[src/rtl/mc_ctrl_if.sv]
// Control-bus bundle between the multi-cycle controller (master) and the MIPS datapath (slave).
interface mc_ctrl_if #(
    parameter int CNT_W = 32
);
    logic [31:0]      instr;
    logic             Zero;
    logic             mem_ready;
    logic             IRWrite;
    logic             PCWrite;
    logic [1:0]       NPCOp;
    logic             RegWrite;
    logic [1:0]       EXTOp;
    logic [3:0]       ALUOp;
    logic             MemWrite;
    logic [1:0]       RegA3Sel;
    logic [1:0]       RegDataSel;
    logic [1:0]       AluBSel;
    logic [2:0]       state;
    logic             illegal;
    logic [CNT_W-1:0] retired;

    modport master (
        input  instr, Zero, mem_ready,
        output IRWrite, PCWrite, NPCOp, RegWrite, EXTOp, ALUOp, MemWrite,
               RegA3Sel, RegDataSel, AluBSel, state, illegal, retired
    );

    modport slave (
        output instr, Zero, mem_ready,
        input  IRWrite, PCWrite, NPCOp, RegWrite, EXTOp, ALUOp, MemWrite,
               RegA3Sel, RegDataSel, AluBSel, state, illegal, retired
    );
endinterface

[src/rtl/mc_ctrl.sv]
// Multi-cycle MIPS controller: FETCH/DECODE/EXE/MEM/WB sequencing, combinational decode of IR,
// state-gated write enables (final cycle always carries PCWrite), retired-instruction counter.
module mc_ctrl #(
    parameter int CNT_W = 32
) (
    input  logic      clk,
    input  logic      reset,
    mc_ctrl_if.master bus
);
    typedef enum logic [2:0] {
        S_FETCH  = 3'd0,
        S_DECODE = 3'd1,
        S_EXE    = 3'd2,
        S_MEM    = 3'd3,
        S_WB     = 3'd4
    } state_t;

    typedef enum logic [3:0] {
        I_ADDU, I_SUBU, I_ORI, I_LUI, I_LW, I_SW, I_BEQ, I_J, I_JAL, I_JR, I_NOP, I_ILL
    } instr_t;

    state_t           r_state;
    logic [CNT_W-1:0] r_retired;
    instr_t           w_kind;
    logic [5:0]       w_op;
    logic [5:0]       w_fn;
    logic             w_irwrite;
    logic             w_pcwrite;
    logic             w_regwrite;
    logic             w_memwrite;
    logic             w_illegal;
    logic             w_unused;

    assign w_op     = bus.instr[31:26];
    assign w_fn     = bus.instr[5:0];
    // Branch resolution on Zero happens in the NPC unit, not here.
    assign w_unused = bus.Zero;

    always_comb begin
        w_kind = I_ILL;
        if (bus.instr == 32'd0) begin
            w_kind = I_NOP;
        end else begin
            case (w_op)
                6'h00: begin
                    case (w_fn)
                        6'h21:   w_kind = I_ADDU;
                        6'h23:   w_kind = I_SUBU;
                        6'h08:   w_kind = I_JR;
                        default: w_kind = I_ILL;
                    endcase
                end
                6'h0d:   w_kind = I_ORI;
                6'h0f:   w_kind = I_LUI;
                6'h23:   w_kind = I_LW;
                6'h2b:   w_kind = I_SW;
                6'h04:   w_kind = I_BEQ;
                6'h02:   w_kind = I_J;
                6'h03:   w_kind = I_JAL;
                default: w_kind = I_ILL;
            endcase
        end
    end

    always_comb begin
        bus.NPCOp      = 2'b00;
        bus.EXTOp      = 2'b00;
        bus.ALUOp      = 4'b0000;
        bus.RegA3Sel   = 2'b00;
        bus.RegDataSel = 2'b00;
        bus.AluBSel    = 2'b00;
        if (r_state != S_FETCH) begin
            case (w_kind)
                I_SUBU: bus.ALUOp = 4'b0001;
                I_ORI: begin
                    bus.ALUOp    = 4'b0010;
                    bus.AluBSel  = 2'b01;
                    bus.RegA3Sel = 2'b01;
                end
                I_LUI: begin
                    bus.EXTOp      = 2'b10;
                    bus.RegA3Sel   = 2'b01;
                    bus.RegDataSel = 2'b10;
                end
                I_LW: begin
                    bus.EXTOp      = 2'b01;
                    bus.AluBSel    = 2'b01;
                    bus.RegA3Sel   = 2'b01;
                    bus.RegDataSel = 2'b01;
                end
                I_SW: begin
                    bus.EXTOp   = 2'b01;
                    bus.AluBSel = 2'b01;
                end
                I_BEQ: begin
                    bus.NPCOp = 2'b01;
                    bus.ALUOp = 4'b0001;
                end
                I_J:  bus.NPCOp = 2'b10;
                I_JAL: begin
                    bus.NPCOp      = 2'b10;
                    bus.RegA3Sel   = 2'b10;
                    bus.RegDataSel = 2'b11;
                end
                I_JR:    bus.NPCOp = 2'b11;
                default: ;
            endcase
        end
    end

    always_comb begin
        w_irwrite  = 1'b0;
        w_pcwrite  = 1'b0;
        w_regwrite = 1'b0;
        w_memwrite = 1'b0;
        w_illegal  = 1'b0;
        if (!reset) begin
            case (r_state)
                S_FETCH:  w_irwrite = 1'b1;
                S_DECODE: begin
                    w_pcwrite = (w_kind == I_J) || (w_kind == I_NOP) || (w_kind == I_ILL);
                    w_illegal = (w_kind == I_ILL);
                end
                S_EXE:    w_pcwrite = (w_kind == I_BEQ) || (w_kind == I_JR);
                S_MEM: begin
                    w_memwrite = bus.mem_ready && (w_kind == I_SW);
                    w_pcwrite  = bus.mem_ready && (w_kind == I_SW);
                end
                S_WB: begin
                    w_regwrite = 1'b1;
                    w_pcwrite  = 1'b1;
                end
                default: ;
            endcase
        end
    end

    always_ff @(posedge clk) begin
        if (reset) begin
            r_state   <= S_FETCH;
            r_retired <= '0;
        end else begin
            if (w_pcwrite) r_retired <= r_retired + CNT_W'(1);
            case (r_state)
                S_FETCH:  r_state <= S_DECODE;
                S_DECODE: begin
                    case (w_kind)
                        I_J, I_NOP, I_ILL: r_state <= S_FETCH;
                        I_JAL:             r_state <= S_WB;
                        default:           r_state <= S_EXE;
                    endcase
                end
                S_EXE: begin
                    case (w_kind)
                        I_BEQ, I_JR: r_state <= S_FETCH;
                        I_LW, I_SW:  r_state <= S_MEM;
                        default:     r_state <= S_WB;
                    endcase
                end
                S_MEM:   if (bus.mem_ready) r_state <= (w_kind == I_SW) ? S_FETCH : S_WB;
                S_WB:    r_state <= S_FETCH;
                default: r_state <= S_FETCH;
            endcase
        end
    end

    assign bus.IRWrite  = w_irwrite;
    assign bus.PCWrite  = w_pcwrite;
    assign bus.RegWrite = w_regwrite;
    assign bus.MemWrite = w_memwrite;
    assign bus.illegal  = w_illegal;
    assign bus.state    = r_state;
    assign bus.retired  = r_retired;
endmodule

[src/flat_wrapper.sv]
// flat-port wrapper written by rule: the top's interface ports become plain ports
module mc_ctrl_flat 
#(
    parameter int CNT_W = 32
)
  (clk, reset, bus_instr, bus_Zero, bus_mem_ready, bus_IRWrite, bus_PCWrite, bus_NPCOp, bus_RegWrite, bus_EXTOp, bus_ALUOp, bus_MemWrite, bus_RegA3Sel, bus_RegDataSel, bus_AluBSel, bus_state, bus_illegal, bus_retired);
  mc_ctrl_if #(.CNT_W(CNT_W)) bus_i ();
  input  logic clk;
  input  logic reset;
  input wire logic [$bits(bus_i.instr)-1:0] bus_instr;
  input wire logic [$bits(bus_i.Zero)-1:0] bus_Zero;
  input wire logic [$bits(bus_i.mem_ready)-1:0] bus_mem_ready;
  output wire logic [$bits(bus_i.IRWrite)-1:0] bus_IRWrite;
  output wire logic [$bits(bus_i.PCWrite)-1:0] bus_PCWrite;
  output wire logic [$bits(bus_i.NPCOp)-1:0] bus_NPCOp;
  output wire logic [$bits(bus_i.RegWrite)-1:0] bus_RegWrite;
  output wire logic [$bits(bus_i.EXTOp)-1:0] bus_EXTOp;
  output wire logic [$bits(bus_i.ALUOp)-1:0] bus_ALUOp;
  output wire logic [$bits(bus_i.MemWrite)-1:0] bus_MemWrite;
  output wire logic [$bits(bus_i.RegA3Sel)-1:0] bus_RegA3Sel;
  output wire logic [$bits(bus_i.RegDataSel)-1:0] bus_RegDataSel;
  output wire logic [$bits(bus_i.AluBSel)-1:0] bus_AluBSel;
  output wire logic [$bits(bus_i.state)-1:0] bus_state;
  output wire logic [$bits(bus_i.illegal)-1:0] bus_illegal;
  output wire logic [$bits(bus_i.retired)-1:0] bus_retired;
  assign bus_i.instr = bus_instr;
  assign bus_i.Zero = bus_Zero;
  assign bus_i.mem_ready = bus_mem_ready;
  assign bus_IRWrite = bus_i.IRWrite;
  assign bus_PCWrite = bus_i.PCWrite;
  assign bus_NPCOp = bus_i.NPCOp;
  assign bus_RegWrite = bus_i.RegWrite;
  assign bus_EXTOp = bus_i.EXTOp;
  assign bus_ALUOp = bus_i.ALUOp;
  assign bus_MemWrite = bus_i.MemWrite;
  assign bus_RegA3Sel = bus_i.RegA3Sel;
  assign bus_RegDataSel = bus_i.RegDataSel;
  assign bus_AluBSel = bus_i.AluBSel;
  assign bus_state = bus_i.state;
  assign bus_illegal = bus_i.illegal;
  assign bus_retired = bus_i.retired;
  mc_ctrl #(.CNT_W(CNT_W)) u_core (.clk(clk), .reset(reset), .bus(bus_i));
endmodule
[config.mk]
export PLATFORM = sky130hd
export DESIGN_NAME = mc_ctrl_flat
export DESIGN_NICKNAME = d
export VERILOG_FILES = /design/src/rtl/mc_ctrl_if.sv /design/src/rtl/mc_ctrl.sv /design/src/flat_wrapper.sv
export SDC_FILE = /design/constraint.sdc
export NUM_CORES = 1
export LEC_CHECK = 0
export ABC_AREA = 1
export BUFFER_PORTS_ARGS = -buffer_cell sky130_fd_sc_hd__buf_4
export CAP_MARGIN = 20
export CORE_MARGIN = 2
export CORE_UTILIZATION = 45
export CTS_CLUSTER_SIZE = 16
export DETAILED_ROUTE_END_ITERATION = 6
export GPL_TIMING_DRIVEN = 0
export PLACE_DENSITY = 0.74
export REMOVE_ABC_BUFFERS = 1
export SYNTH_ARGS = -nofsm -noshare
export SYNTH_HDL_FRONTEND = slang
export SYNTH_SLANG_ARGS = --single-unit
[constraint.sdc]
create_clock -name clk -period 5.3 [get_ports clk]
set_clock_uncertainty 0.05 [all_clocks]
set_input_delay 0.53 -clock clk [delete_from_list [all_inputs] [get_ports clk]]
set_output_delay 0.53 -clock clk [all_outputs]
set_load 0.01 [all_outputs]
==> reports/metrics.cfg <==
[sta]
hold_viol_final=0
fin_tns_setup_ns=0
setup_viol=0
period_needed_ns=3.17
tightest_slew_ns=0.972
slew_headroom=0.351
drv_slew=0
max_freq_mhz=315
fin_crit_sh=0.598
rsz0062_at_grt=false

[worst_hold_path]
holdCritPathClass=register to register

[place]
dp_hpwl_mm=5.00
io_buffers=85
place_congestion=0.856

[cts]
post-cts-setup-buffers=0
cts.sinks=35
insertion_delay_ns=0.30
clockBufferDepth=2
tritoncts=yes
post_cts_resized=0
htreeDepth=2
cts_root_buf=clkbuf_8
postCtsHoldBufs=0
cts_inserted_buffers=5
path_clk_slew_ns=0.07

[logic_synthesis]
synth_top_cell_by_area=dfxtp_1
synth_area_leaders=dfxtp_1 28%, nand2_1 15%, nor2_1 13%, nand3_1 8.7%, inv_1 7.3%
avgSynthCellArea_um2=5.86
synth_edf_count=0
syn_area_mm2=0.00248
postSynthCellCount=423
ys.flop_type=dfxtp_1
ys_ff_latch=35
synth_cell_types=32
synth_top_area_frac=0.283
ys.warnings.count=0
synth_seq_area_share=0.283
async_flop_share=0

[global_routing]
grt_overflow_total=0
grt_pass1_vias=2697
grt_use_total=0.223
antenna_found_initial=0
grt_pass1_wl_mm=11.3
grt_start_max_net_pins=53

[die]
start_util=0.459
core_area_mm2=0.00541
dieArea_mm2=0.00612
die_w_um=78.2
std_cell_rows=27
ios=90
die_h_um=78.2

[detailed_routing]
postRouteAntennaNets=0
drtIter0Drc=180
remaining_drc_errors=0
vias=2876
drt-wirelength-per-cell_um=11.4
first_pass_iters=4
drt_wl_total_mm=6.55
routed_via_density=4.98

[run]
maxCapViolCount=0

[finish]
nNetsFinal=541
antenna_cells=0
final_util=0.596
drive_gt1_frac=0.218
fill_cells=586
area_growth_pct=29.8

[pwr]
p_per_area_mw_per_mm2=176
leakage_nw=1.43
peakVddDrop_uv=95.3

[setup_path]
path_max_fanout=52
required_ns=4.72
critical_path_arrival_ns=2.59
critPathKind=primary input to output pin
endpoint_kind=output pin
start_kind=primary input

[status]
status=completed

==> where the power goes <==
group	internal (W)	total (W)	switching [W]
clock	0.0000914	0.000195	0.000103
sequential	0.000267	0.000271	0.00000413
combinational	0.0000393	0.000102	0.0000624
==> cell families (layout without fill, tap and decap cells) <==
family / count (synthesis) / count (layout) / share of synthesized area
xor+xnor: 7 / 7 / 0.0247
buf+inv: 64 / 144 / 0.112
fa+ha+maj: 1 / 1 / 0.00504
simple gates: 280 / 280 / 0.501
compound gates: 35 / 35 / 0.0742
other cells: 1 / 3 / 0.00151
flops: 35 / 35 / 0.283
==> metrics by stage <==
step	area [um2]	setup WS, ns	cells	power [W]	hold slack (ns)
3_5_place_dp	3130	2.14	569	0.000378	0.436
5_1_grt	3220	1.86	577	0.000594	0.478
3_3_place_gp	3130	2.20	569	0.000376	0.431
6_report	3220	2.13	577	0.000567	0.441
2_1_floorplan	2400	2.73	412	0.000330	0.453
4_1_cts	3220	2.13	577	0.000572	0.445
==> critical path, cell delays in order <==
cell and delay, ns:
buf_4 0.12, nor2_4 0.19, nand2_1 0.12, nor2_2 0.14, nand2_1 0.07, nor2_1 0.08
nor2_1 0.05, nand2_2 0.07, nand2_1 0.07, nand2_2 0.08, nand2_2 0.06, nand2_4 0.41
nand2_1 0.32, inv_1 0.13, buf_4 0.13
==> metal layers <==
metal	routed length, um	global-route usage	vias to the layer above
met5	0	0	-
met4	67	0.0614	0
met3	336	0.0414	7
met2	3180	0.395	65
met1	2970	0.275	1283
li1	-	-	1521
==> registers in the layout (all words and copies together) (netlist names) <==
register,cells
u_core.bus.retired,32
u_core.bus.state,3
==> cells in the final DEF (no fill, tap or decap), drive strengths merged <==
master      n
nor2       92
a21oi      27
nand3      46
clkinv      2
inv        50
xor2        5
buf        85
a221oi      1
nor3       23
or2         1
o31ai       1
conb        3
a21boi      1
o21ai       5
nand4       9
clkinvlp    2
and3        1
clkbuf      5
dfxtp      35
xnor2       2
ha          1
nor3b       1
nor4        5
nand2     102
==> synth_stat cells (2+ instances only) <==
cell / instances
nor2_1: 87
nor4_1: 5
buf_4: 7
nand3_1: 43
nand2_1: 97
nor2_2: 3
clkbuf_1: 3
nor3_1: 22
dfxtp_1: 35
nand3_2: 3
nand2_2: 4
buf_2: 2
nand4_1: 9
a21oi_1: 27
nor2_4: 2
o21ai_0: 5
inv_2: 2
xnor2_1: 2
inv_1: 48
xor2_1: 5
==> final cells by class <==
| type | instances | area (um2) | share of cell area |
|---|---|---|---|
| clock buffer | 5 | 68.8 | 0.0214 |
| clock inverter | 3 | 20.0 | 0.00622 |
| inverter | 51 | 191 | 0.0595 |
| multi-input combinational | 326 | 1510 | 0.469 |
| sequential | 35 | 701 | 0.218 |
| tap | 72 | 90.1 | 0.0280 |
| timing repair buffer | 85 | 638 | 0.198 |
==> path summary, 6_finish.rpt <==
check	start	to	slack [ns]	cells after the start
max	bus_instr[31]	bus_PCWrite	2.13	15
min	u_core.bus.retired[31]	u_core.bus.retired[31]	0.44	2
max reg2reg	u_core.bus.retired[0]	u_core.bus.retired[26]	3.14	10
min reg2reg	u_core.bus.retired[31]	u_core.bus.retired[31]	0.44	2
No activity file was read; power rests on OpenSTA's default activity.
